<file path="config.mk">
export PLATFORM = sky130hd
export DESIGN_NAME = pipeline_hazard_ctrl_flat
export DESIGN_NICKNAME = d
export VERILOG_FILES = /design/src/rtl/pipeline_pkg.sv /design/src/rtl/pipeline_hazard_ctrl_if.sv /design/src/rtl/sat_counter.sv /design/src/rtl/pipeline_hazard_ctrl.sv /design/src/flat_wrapper.sv
export SDC_FILE = /design/constraint.sdc
export NUM_CORES = 1
export LEC_CHECK = 0
export ABC_AREA = 1
export BUFFER_PORTS_ARGS = -buffer_cell sky130_fd_sc_hd__buf_2
export CORE_ASPECT_RATIO = 1.5
export CORE_MARGIN = 2
export CORE_UTILIZATION = 40
export DETAILED_ROUTE_END_ITERATION = 10
export HOLD_SLACK_MARGIN = 0.02
export PLACE_DENSITY = 0.66
export SKIP_CTS_REPAIR_TIMING = 1
export SYNTH_ARGS = -nofsm -noshare
export SYNTH_HDL_FRONTEND = slang
export SYNTH_SLANG_ARGS = --single-unit
export TNS_END_PERCENT = 100
</file>
<file path="constraint.sdc">
create_clock -name clk -period 2.2 [get_ports clk]
set_input_delay 0.22 -clock clk [delete_from_list [all_inputs] [get_ports clk]]
set_output_delay 0.22 -clock clk [all_outputs]
set_load 0.01 [all_outputs]
</file>
<file path="src/rtl/pipeline_pkg.sv">
// pipeline_pkg
// Definitions shared by the hazard controller, its interface and the
// datapath top:
//   - FSM state encoding (ST_RUN / ST_HALT)
//   - default performance-counter width
//   - stage enable bundle, ordered {PC, IF_ID, ID_EX, EX_MEM, MEM_WB}
package pipeline_pkg;

  localparam logic [0:0] ST_RUN  = 1'b0;
  localparam logic [0:0] ST_HALT = 1'b1;

  localparam int CNT_W_DEF = 32;

  typedef struct packed {
    logic pc;
    logic if_id;
    logic id_ex;
    logic ex_mem;
    logic mem_wb;
  } stage_en_t;

endpackage

</file>
<file path="src/rtl/pipeline_hazard_ctrl_if.sv">
// pipeline_hazard_ctrl_if
// Bundles the hazard controller's request inputs, its stage enable/clear
// outputs and the debug-visible status and counters.
//   Requests : Load_Use, Branch_Taken, Mem_Busy, Halt, Go
//   Controls : PC_EN, IF_ID_EN, IF_ID_CLR, ID_EX_EN, ID_EX_CLR, EX_MEM_EN, MEM_WB_EN
//   Status   : Halted, Cycle_Count, Stall_Count, Flush_Count (CNT_W bits)
// Modports: master = pipeline/debug side, slave = controller side.
interface pipeline_hazard_ctrl_if
  import pipeline_pkg::*;
#(parameter int CNT_W = CNT_W_DEF);

  logic             Load_Use;
  logic             Branch_Taken;
  logic             Mem_Busy;
  logic             Halt;
  logic             Go;

  logic             PC_EN;
  logic             IF_ID_EN;
  logic             IF_ID_CLR;
  logic             ID_EX_EN;
  logic             ID_EX_CLR;
  logic             EX_MEM_EN;
  logic             MEM_WB_EN;

  logic             Halted;
  logic [CNT_W-1:0] Cycle_Count;
  logic [CNT_W-1:0] Stall_Count;
  logic [CNT_W-1:0] Flush_Count;

  modport master (
    output Load_Use, Branch_Taken, Mem_Busy, Halt, Go,
    input  PC_EN, IF_ID_EN, IF_ID_CLR, ID_EX_EN, ID_EX_CLR, EX_MEM_EN, MEM_WB_EN,
    input  Halted, Cycle_Count, Stall_Count, Flush_Count
  );

  modport slave (
    input  Load_Use, Branch_Taken, Mem_Busy, Halt, Go,
    output PC_EN, IF_ID_EN, IF_ID_CLR, ID_EX_EN, ID_EX_CLR, EX_MEM_EN, MEM_WB_EN,
    output Halted, Cycle_Count, Stall_Count, Flush_Count
  );

endinterface

</file>
<file path="src/rtl/sat_counter.sv">
// sat_counter
// Up-counter that sticks at all-ones instead of wrapping.
//   clk   : system clock, rising edge
//   rst_n : synchronous reset, active-low (clears count)
//   inc   : count-enable for this cycle
//   cnt   : current count (W bits)
module sat_counter #(
  parameter int W = 32
) (
  input  logic         clk,
  input  logic         rst_n,
  input  logic         inc,
  output logic [W-1:0] cnt
);

  logic [W-1:0] cnt_q, cnt_d;

  always_comb begin
    cnt_d = cnt_q;
    if (inc && (cnt_q != {W{1'b1}})) begin
      cnt_d = cnt_q + 1'b1;
    end
  end

  always_ff @(posedge clk) begin
    if (!rst_n) cnt_q <= '0;
    else        cnt_q <= cnt_d;
  end

  assign cnt = cnt_q;

endmodule

</file>
<file path="src/rtl/pipeline_hazard_ctrl.sv">
// pipeline_hazard_ctrl
// Central stall/flush controller for the 5-stage pipeline. Turns load-use,
// taken-branch, memory-wait and syscall-halt requests into stage enables
// and bubble clears, and keeps saturating cycle/stall/flush counters.
//   clk   : system clock, rising edge
//   rst_n : synchronous reset, active-low (pipeline frozen while low)
//   hz    : request/control/status bundle (slave side)
//
//   state   | meaning
//   --------+-------------------------------------------
//   ST_RUN  | normal issue, hazard priority applies
//   ST_HALT | pipeline frozen until a Go pulse
module pipeline_hazard_ctrl
  import pipeline_pkg::*;
#(
  parameter int CNT_W = CNT_W_DEF
) (
  input  logic                   clk,
  input  logic                   rst_n,
  pipeline_hazard_ctrl_if.slave  hz
);

  logic [0:0] state_q, state_d;
  stage_en_t  en;
  logic       if_id_clr;
  logic       id_ex_clr;
  logic       run;
  logic       cyc_inc;
  logic       stall_inc;
  logic       flush_inc;

  // Reset gates everything off combinationally, not just at the next edge.
  assign run = rst_n && (state_q == ST_RUN);

  always_comb begin
    state_d   = state_q;
    en        = '0;
    if_id_clr = 1'b0;
    id_ex_clr = 1'b0;
    cyc_inc   = 1'b0;
    stall_inc = 1'b0;
    flush_inc = 1'b0;
    if (run) begin
      cyc_inc = 1'b1;
      if (hz.Mem_Busy) begin
        // Full freeze; other requests are held by their sources.
        stall_inc = 1'b1;
      end else if (hz.Halt) begin
        // Let older instructions retire, squash the halting one after EX.
        en.id_ex  = 1'b1;
        en.ex_mem = 1'b1;
        en.mem_wb = 1'b1;
        id_ex_clr = 1'b1;
        state_d   = ST_HALT;
      end else if (hz.Branch_Taken) begin
        // Any coincident Load_Use comes from a wrong-path instruction.
        en        = '1;
        if_id_clr = 1'b1;
        id_ex_clr = 1'b1;
        flush_inc = 1'b1;
      end else if (hz.Load_Use) begin
        en.id_ex  = 1'b1;
        en.ex_mem = 1'b1;
        en.mem_wb = 1'b1;
        id_ex_clr = 1'b1;
        stall_inc = 1'b1;
      end else begin
        en = '1;
      end
    end else if (rst_n && hz.Go) begin
      state_d = ST_RUN;
    end
  end

  always_ff @(posedge clk) begin
    if (!rst_n) state_q <= ST_RUN;
    else        state_q <= state_d;
  end

  assign hz.PC_EN     = en.pc;
  assign hz.IF_ID_EN  = en.if_id;
  assign hz.IF_ID_CLR = if_id_clr;
  assign hz.ID_EX_EN  = en.id_ex;
  assign hz.ID_EX_CLR = id_ex_clr;
  assign hz.EX_MEM_EN = en.ex_mem;
  assign hz.MEM_WB_EN = en.mem_wb;
  assign hz.Halted    = (state_q == ST_HALT);

  sat_counter #(.W(CNT_W)) u_cycle_cnt (
    .clk   (clk),
    .rst_n (rst_n),
    .inc   (cyc_inc),
    .cnt   (hz.Cycle_Count)
  );

  sat_counter #(.W(CNT_W)) u_stall_cnt (
    .clk   (clk),
    .rst_n (rst_n),
    .inc   (stall_inc),
    .cnt   (hz.Stall_Count)
  );

  sat_counter #(.W(CNT_W)) u_flush_cnt (
    .clk   (clk),
    .rst_n (rst_n),
    .inc   (flush_inc),
    .cnt   (hz.Flush_Count)
  );

endmodule

</file>
<file path="src/flat_wrapper.sv">
// flat-port wrapper written by rule: the top's interface ports become plain ports
module pipeline_hazard_ctrl_flat import pipeline_pkg::*;
#(
  parameter int CNT_W = CNT_W_DEF
)
  (clk, rst_n, hz_Load_Use, hz_Branch_Taken, hz_Mem_Busy, hz_Halt, hz_Go, hz_PC_EN, hz_IF_ID_EN, hz_IF_ID_CLR, hz_ID_EX_EN, hz_ID_EX_CLR, hz_EX_MEM_EN, hz_MEM_WB_EN, hz_Halted, hz_Cycle_Count, hz_Stall_Count, hz_Flush_Count);
  pipeline_hazard_ctrl_if #(.CNT_W(CNT_W)) hz_i ();
  input  logic clk;
  input  logic rst_n;
  input wire logic [$bits(hz_i.Load_Use)-1:0] hz_Load_Use;
  input wire logic [$bits(hz_i.Branch_Taken)-1:0] hz_Branch_Taken;
  input wire logic [$bits(hz_i.Mem_Busy)-1:0] hz_Mem_Busy;
  input wire logic [$bits(hz_i.Halt)-1:0] hz_Halt;
  input wire logic [$bits(hz_i.Go)-1:0] hz_Go;
  output wire logic [$bits(hz_i.PC_EN)-1:0] hz_PC_EN;
  output wire logic [$bits(hz_i.IF_ID_EN)-1:0] hz_IF_ID_EN;
  output wire logic [$bits(hz_i.IF_ID_CLR)-1:0] hz_IF_ID_CLR;
  output wire logic [$bits(hz_i.ID_EX_EN)-1:0] hz_ID_EX_EN;
  output wire logic [$bits(hz_i.ID_EX_CLR)-1:0] hz_ID_EX_CLR;
  output wire logic [$bits(hz_i.EX_MEM_EN)-1:0] hz_EX_MEM_EN;
  output wire logic [$bits(hz_i.MEM_WB_EN)-1:0] hz_MEM_WB_EN;
  output wire logic [$bits(hz_i.Halted)-1:0] hz_Halted;
  output wire logic [$bits(hz_i.Cycle_Count)-1:0] hz_Cycle_Count;
  output wire logic [$bits(hz_i.Stall_Count)-1:0] hz_Stall_Count;
  output wire logic [$bits(hz_i.Flush_Count)-1:0] hz_Flush_Count;
  assign hz_i.Load_Use = hz_Load_Use;
  assign hz_i.Branch_Taken = hz_Branch_Taken;
  assign hz_i.Mem_Busy = hz_Mem_Busy;
  assign hz_i.Halt = hz_Halt;
  assign hz_i.Go = hz_Go;
  assign hz_PC_EN = hz_i.PC_EN;
  assign hz_IF_ID_EN = hz_i.IF_ID_EN;
  assign hz_IF_ID_CLR = hz_i.IF_ID_CLR;
  assign hz_ID_EX_EN = hz_i.ID_EX_EN;
  assign hz_ID_EX_CLR = hz_i.ID_EX_CLR;
  assign hz_EX_MEM_EN = hz_i.EX_MEM_EN;
  assign hz_MEM_WB_EN = hz_i.MEM_WB_EN;
  assign hz_Halted = hz_i.Halted;
  assign hz_Cycle_Count = hz_i.Cycle_Count;
  assign hz_Stall_Count = hz_i.Stall_Count;
  assign hz_Flush_Count = hz_i.Flush_Count;
  pipeline_hazard_ctrl #(.CNT_W(CNT_W)) u_core (.clk(clk), .rst_n(rst_n), .hz(hz_i));
endmodule
</file>
* Yosys cells after proc, flatten, opt, wreduce, memory -nomap -nowiden *
Index checks and enable logic that the tools add are counted.

cells by class
  equality and inequality tests = 5
  add/sub/neg operators = 3
  shifts and indexed selects = 0
  muxes and demuxes = 24
  divide/modulo/power cells = 0
  reduce and logical (&&, ||, !) cells = 7
  $mul = 0
  bitwise gates (word level) = 1
  $lt $le $gt $ge = 0

operator list
  operator                 number
  $add A32 B1 Y32 const B  3
  $ne A32 B32 Y1 const B   3
  $mux W1                  18
  $mux W5                  3
  $logic_and A1 B1 Y1      5
  $mux W2                  2
  $ne A2 B2 Y1 const B     2
  $mux W3                  1
  $reduce_and A3 Y1        1
  $reduce_bool A2 Y1       1
  $not A1 Y1               1

storage, ports and cells
  logic and storage cells = 44
  bits in read-only memories = 0
  flip-flop bits (word level) = 97
  latch bits = 0
  memories kept = 0
  bits of input ports = 7
  memory bits (writable) = 0
  output and inout bits = 104

* Depth between registers and ports, before layout *
  word-level depth = 6
  depth in mapped cells = 11
  mapped depth without buffers = 11

* Hierarchy *
A second synthesis with hierarchy kept.

unflattened totals
  cell total of the unflattened synthesis = 995
  area, all modules = 5871.9 sq um

modules (own cells, without submodules)
  module                cells an instance  area an instance (sq um)  instances
  sat_counter           324                1911.8                    3
  pipeline_hazard_ctrl  23                 136.4                     1

* Least setup slack after synthesis *
No wires, ideal clock.

  path type = flip-flop to flip-flop
  start = register u_core.u_flush_cnt.cnt_q[1] (netlist: u_core.u_flush_cnt.cnt[1])
  end = register u_core.u_flush_cnt.cnt_q[27] (netlist: u_core.u_flush_cnt.cnt[27])
  data arrival time = 1571 ps
  path slack = 514 ps
  clock period less this slack = 1686 ps
  buffers on the path = 1
  library setup time = 115 ps
  stages on the path, launching flop included = 10
  cells stage by stage = dfxtp_1 > ha_1 > nand2_1 > nor2_2 > nand2_1 > nor2_1 > nand3b_1 > clkbuf_1 > a21oi_1 > nor2_1

between the ends
  word-level cells in the longest chain between the ends = 2

RTL lines
  what                                                     RTL line           source
  start: declaration                                       sat_counter.sv:16  logic [W-1:0] cnt_q, cnt_d;
  start signal: assignment                                 sat_counter.sv:27  else cnt_q <= cnt_d;
  branches (longest 2 deep; another with $add A32 B1 Y32)  -

Parallel ways; which one is timed is not known.
A chain may end at the register's enable or synchronous reset.

* Worst setup path in the final report *
  start = register u_core.u_cycle_cnt.cnt_q[0] (netlist: u_core.u_cycle_cnt.cnt[0])
  end = register u_core.u_cycle_cnt.cnt_q[22] (netlist: u_core.u_cycle_cnt.cnt[22])

between the ends
  word-level cells in the longest chain between the ends = 2

RTL lines
  what                                                     RTL line
  start: declaration                                       sat_counter.sv:16
  start signal: assignment                                 sat_counter.sv:27
  branches (longest 2 deep; another with $add A32 B1 Y32)  -

Parallel ways; which one is timed is not known.

==> results list <==
- Tracing the worst setup path back leads to its startpoint at u_core.u_cycle_cnt.cnt[0].
- In this run, CTS created clock tree buffers numbering 9.
- Synthesis handed over a netlist of 976 instances.
- Across the run, the number of max-cap violations was 0.
- The share of synthesized area in the top cell type comes to 0.3325.
* Number of flip-flops and latches in the synthesized netlist: 97
- A synthesized cell averages 5.984 µm².
* Cell type contributing the most total cell area after synthesis: sky130_fd_sc_hd__dfxtp_1
* GR met1 Demand/Resource: 0.2578
- Synthesized Nets: 986
- Setup TNS: 0 ns
* Sequential cell area in the final layout: 1942 µm²
- Number of DRC markers in iteration 0: 206
* FP Rows: 54
- Combined global-route utilization of all metal layers: 0.2253
- RSZ-0062 raised after global routing: no
* Crit Reg-Reg Startpoint: u_core.u_cycle_cnt.cnt[0]
- CTS H-tree depth: 3
- The clock reaches the later pin of the worst-skew pair after 0.35 ns.
- Clock-pin slew reported for the worst setup and hold paths after clock tree synthesis: 0.07 ns
* Vias per inst: 5.016
- Most Crowded Layer GR: met2
* Antenna violations before repair: 0
* Worst Min Path Start: rst_n
- Final standard cell count with taps included and fillers excluded: 1,289
- The root buffer cell chosen for the clock tree is sky130_fd_sc_hd__clkbuf_16.
- Final cell utilization of the core: 0.4806
- Worst-Margin Slew: 0.7990 ns
- Across all layers, the routed design uses 6,466 vias.
- Capturing element of the worst setup path: u_core.u_cycle_cnt.cnt[22]
- The pre-antenna-repair detailed-routing pass consisted of 5 iterations.
- Startpoint kind of the worst setup timing path: flip-flop
- The number of global-route vias before repair was 5,838.
- Final-report hold violation count: 0
- Measured against its own limit, the worst slew margin works out to 0.4673.
- Slowest CP cell: sky130_fd_sc_hd__dfxtp_1
* Instance count after placement with tap cells included: 1,273
- For the worst flop-to-flop path, the logic depth is 10.
* Area Growth Syn to Fin: 18.42%
- Setup violations remaining at the end of the flow were counted as 0.
- Chip width: 102.7 µm
- Once detail routing completed, the nets flagged for antenna violations numbered 0.
- In the finished design, the share of the clock period the worst path needs comes to 0.8730.
* Cell-by-cell listing of the critical path: ha_1, nand2_1, nor2_1, nand2_2, nor2_8, nand3_4, nand2_2, nand2_1, nand2_1, nor2_1
- Peak supply drop: 0.3127 mV
* Global placer's final weighted congestion: 0.9785
- Net count reported at finish: 1,098
- Overall power consumption after layout is estimated at 3.562 mW.
- The tree built by TritonCTS fans out to 97 sinks.
- Core area: 14,390 µm²
- Category of the worst setup path capture point: flip-flop
* Pwr/cell area: 514.9 nW/µm²
* Yosys warnings: 0
- The die is 152.0 µm tall.
- First-pass GRT wire length: 28,150 µm
* Residual overflow from global routing: 0
- For flop-to-flop paths, the worst setup slack is 0.28 ns.
- Dominant cell type by count on the critical path: sky130_fd_sc_hd__nand2_1
- In this run the count of I/O pins placed on the die edge is 111.
- For this run, the slowest stage of the critical path takes 0.39 ns.
- The max-slew violation count is 0.
- No sink is reached through more buffers than the 2 on the longest clock path.
- For this run, the register share of the synthesized area comes to 0.3325.
- Data on the critical path arrives at its endpoint at 2.17 ns.
* Largest net degree at the start of global routing: 74
* Class of the most critical hold timing path: input port to flip-flop
- Crit path max fanout: 20
* Static leakage: 2.987 nW
- For met3 alone, demand over resource in global routing was 0.04002.
- The number of antenna diodes in the final layout is 0.
- Summing every instance area after synthesis gives 5841 µm².
- Of the cells placed in the final design, the portion with a size suffix greater than 1 is 0.1656.
- Count of buffers from port buffering: 110
- At the worst endpoint, the required time is 2.45 ns.
- Result of the run: complete, no violations
* Post-detail-place hpwl: 13,260 µm
- Maximum clock frequency: 520.7 MHz
- Crit path time final: 1.921 ns
* Classification of the worst setup path: flip-flop to flip-flop
- Fill count: 1,563
- Average detailed-routed wire length per instance: 13.37 µm
* Initial Util: 0.4058
* DRC Markers: 0
* Clock tree from TritonCTS: yes
* Die Area: 15,600 µm²
- Endpoint of the lowest-slack register-to-register path: u_core.u_cycle_cnt.cnt[22]
* Worst-case hold slack: 0.2330 ns
* Most area-consuming cells after synthesis: sky130_fd_sc_hd__dfxtp_1 (33%), sky130_fd_sc_hd__nand2_1 (18%), sky130_fd_sc_hd__nor2_1 (15%)
- The clock arrives with 0.008821 ns of skew.
- Unique masters post-synth: 29
- Along the worst hold path, the cell count comes to 3.
- For met2 alone, demand over resource in global routing was 0.3894.
* Area of the multi-input gates: 3465 µm²
- The routed design has 17,240 µm of wire.
==> placed cells by master (no fill, tap or decap), types with 5 or more instances in the layout <==
cell type                   count
sky130_fd_sc_hd__a21oi_1       72
sky130_fd_sc_hd__a21oi_2        5
sky130_fd_sc_hd__buf_2        110
sky130_fd_sc_hd__buf_4         18
sky130_fd_sc_hd__clkbuf_16      9
sky130_fd_sc_hd__dfxtp_1       97
sky130_fd_sc_hd__inv_1         76
sky130_fd_sc_hd__nand2_1      287
sky130_fd_sc_hd__nand2_2        8
sky130_fd_sc_hd__nand3_1       87
sky130_fd_sc_hd__nand3b_1       5
sky130_fd_sc_hd__nand4_1       22
sky130_fd_sc_hd__nor2_1       229
sky130_fd_sc_hd__nor2_2        13
sky130_fd_sc_hd__nor3_1         5
sky130_fd_sc_hd__xnor2_1        6
sky130_fd_sc_hd__xor2_1        12
==> stage by stage <==
stage               worst slack, ns  area, µm²
floorplan                    0.5144       5841
global placement             0.2887       6630
detailed placement           0.2366       6630
CTS                          0.2196       6909
global route                0.07605       6917
finish                       0.2795       6917
==> worst min path at each step <==
stage,end,slack [ns]
finish,u_core.u_cycle_cnt.cnt[16],0.23
global placement,u_core.u_stall_cnt.cnt[1],0.48
global route,u_core.hz.Halted,0.26
CTS,u_core.hz.Halted,0.23
floorplan,u_core.u_flush_cnt.cnt[0],0.41
detailed placement,u_core.u_stall_cnt.cnt[1],0.49
==> routing by layer <==
layer  part of all wire  wire, µm
met4              0.045       769
met1               0.40      6955
met5                  0         0
met2               0.50      8662
met3              0.049       850
==> synth_stat cells, drive strengths merged <==
| library cell | count |
|---|---|
| nand2 | 295 |
| ha | 3 |
| nand3b | 5 |
| nor3 | 5 |
| clkbuf | 10 |
| buf | 17 |
| nand4 | 22 |
| dfxtp | 97 |
| nor2 | 245 |
| xnor2 | 6 |
| a21oi | 78 |
| nand3 | 89 |
| or2 | 1 |
| xor2 | 12 |
| inv | 80 |
| a31oi | 4 |
| o21ai | 7 |
==> cell families after synthesis <==
group / count (synthesis) / synth area share
adder cells (fa/ha/maj): 3 / 0.006427
AND/OR/NAND/NOR: 662 / 0.4775
AO/OA/AOI/OAI: 89 / 0.08098
buffers and inverters: 107 / 0.07562
flip-flops: 97 / 0.3325
XOR/XNOR: 18 / 0.02699
==> power by group <==
part           internal (mW)  leakage (nW)  switching, mW
clock                  0.801         0.139          0.727
combinational         0.0763          2.06          0.158
sequential              1.77         0.783         0.0241
total                   2.65          2.99          0.909
==> cell type report <==
cell class	instances	share of cell area
repair buffers	128	0.09913
well taps	196	0.03546
clock buffers	10	0.03455
inverters	80	0.04342
multi-input cells	772	0.5009
clock inverters	6	0.005789
flip-flops and latches	97	0.2808
==> critical path: cells and delay by family (launching register included) <==
kind	cells	cell delay, ns
DFF	1	0.39
adders and majority gates	1	0.20
and+or+nand+nor	9	1.22
==> registers in the layout (all words and copies together) (netlist names) <==
| signal | flops |
|---|---|
| u_core.u_flush_cnt.cnt | 32 |
| u_core.hz.Halted | 1 |
| u_core.u_cycle_cnt.cnt | 32 |
| u_core.u_stall_cnt.cnt | 32 |
(Power assumes the default switching activity.)
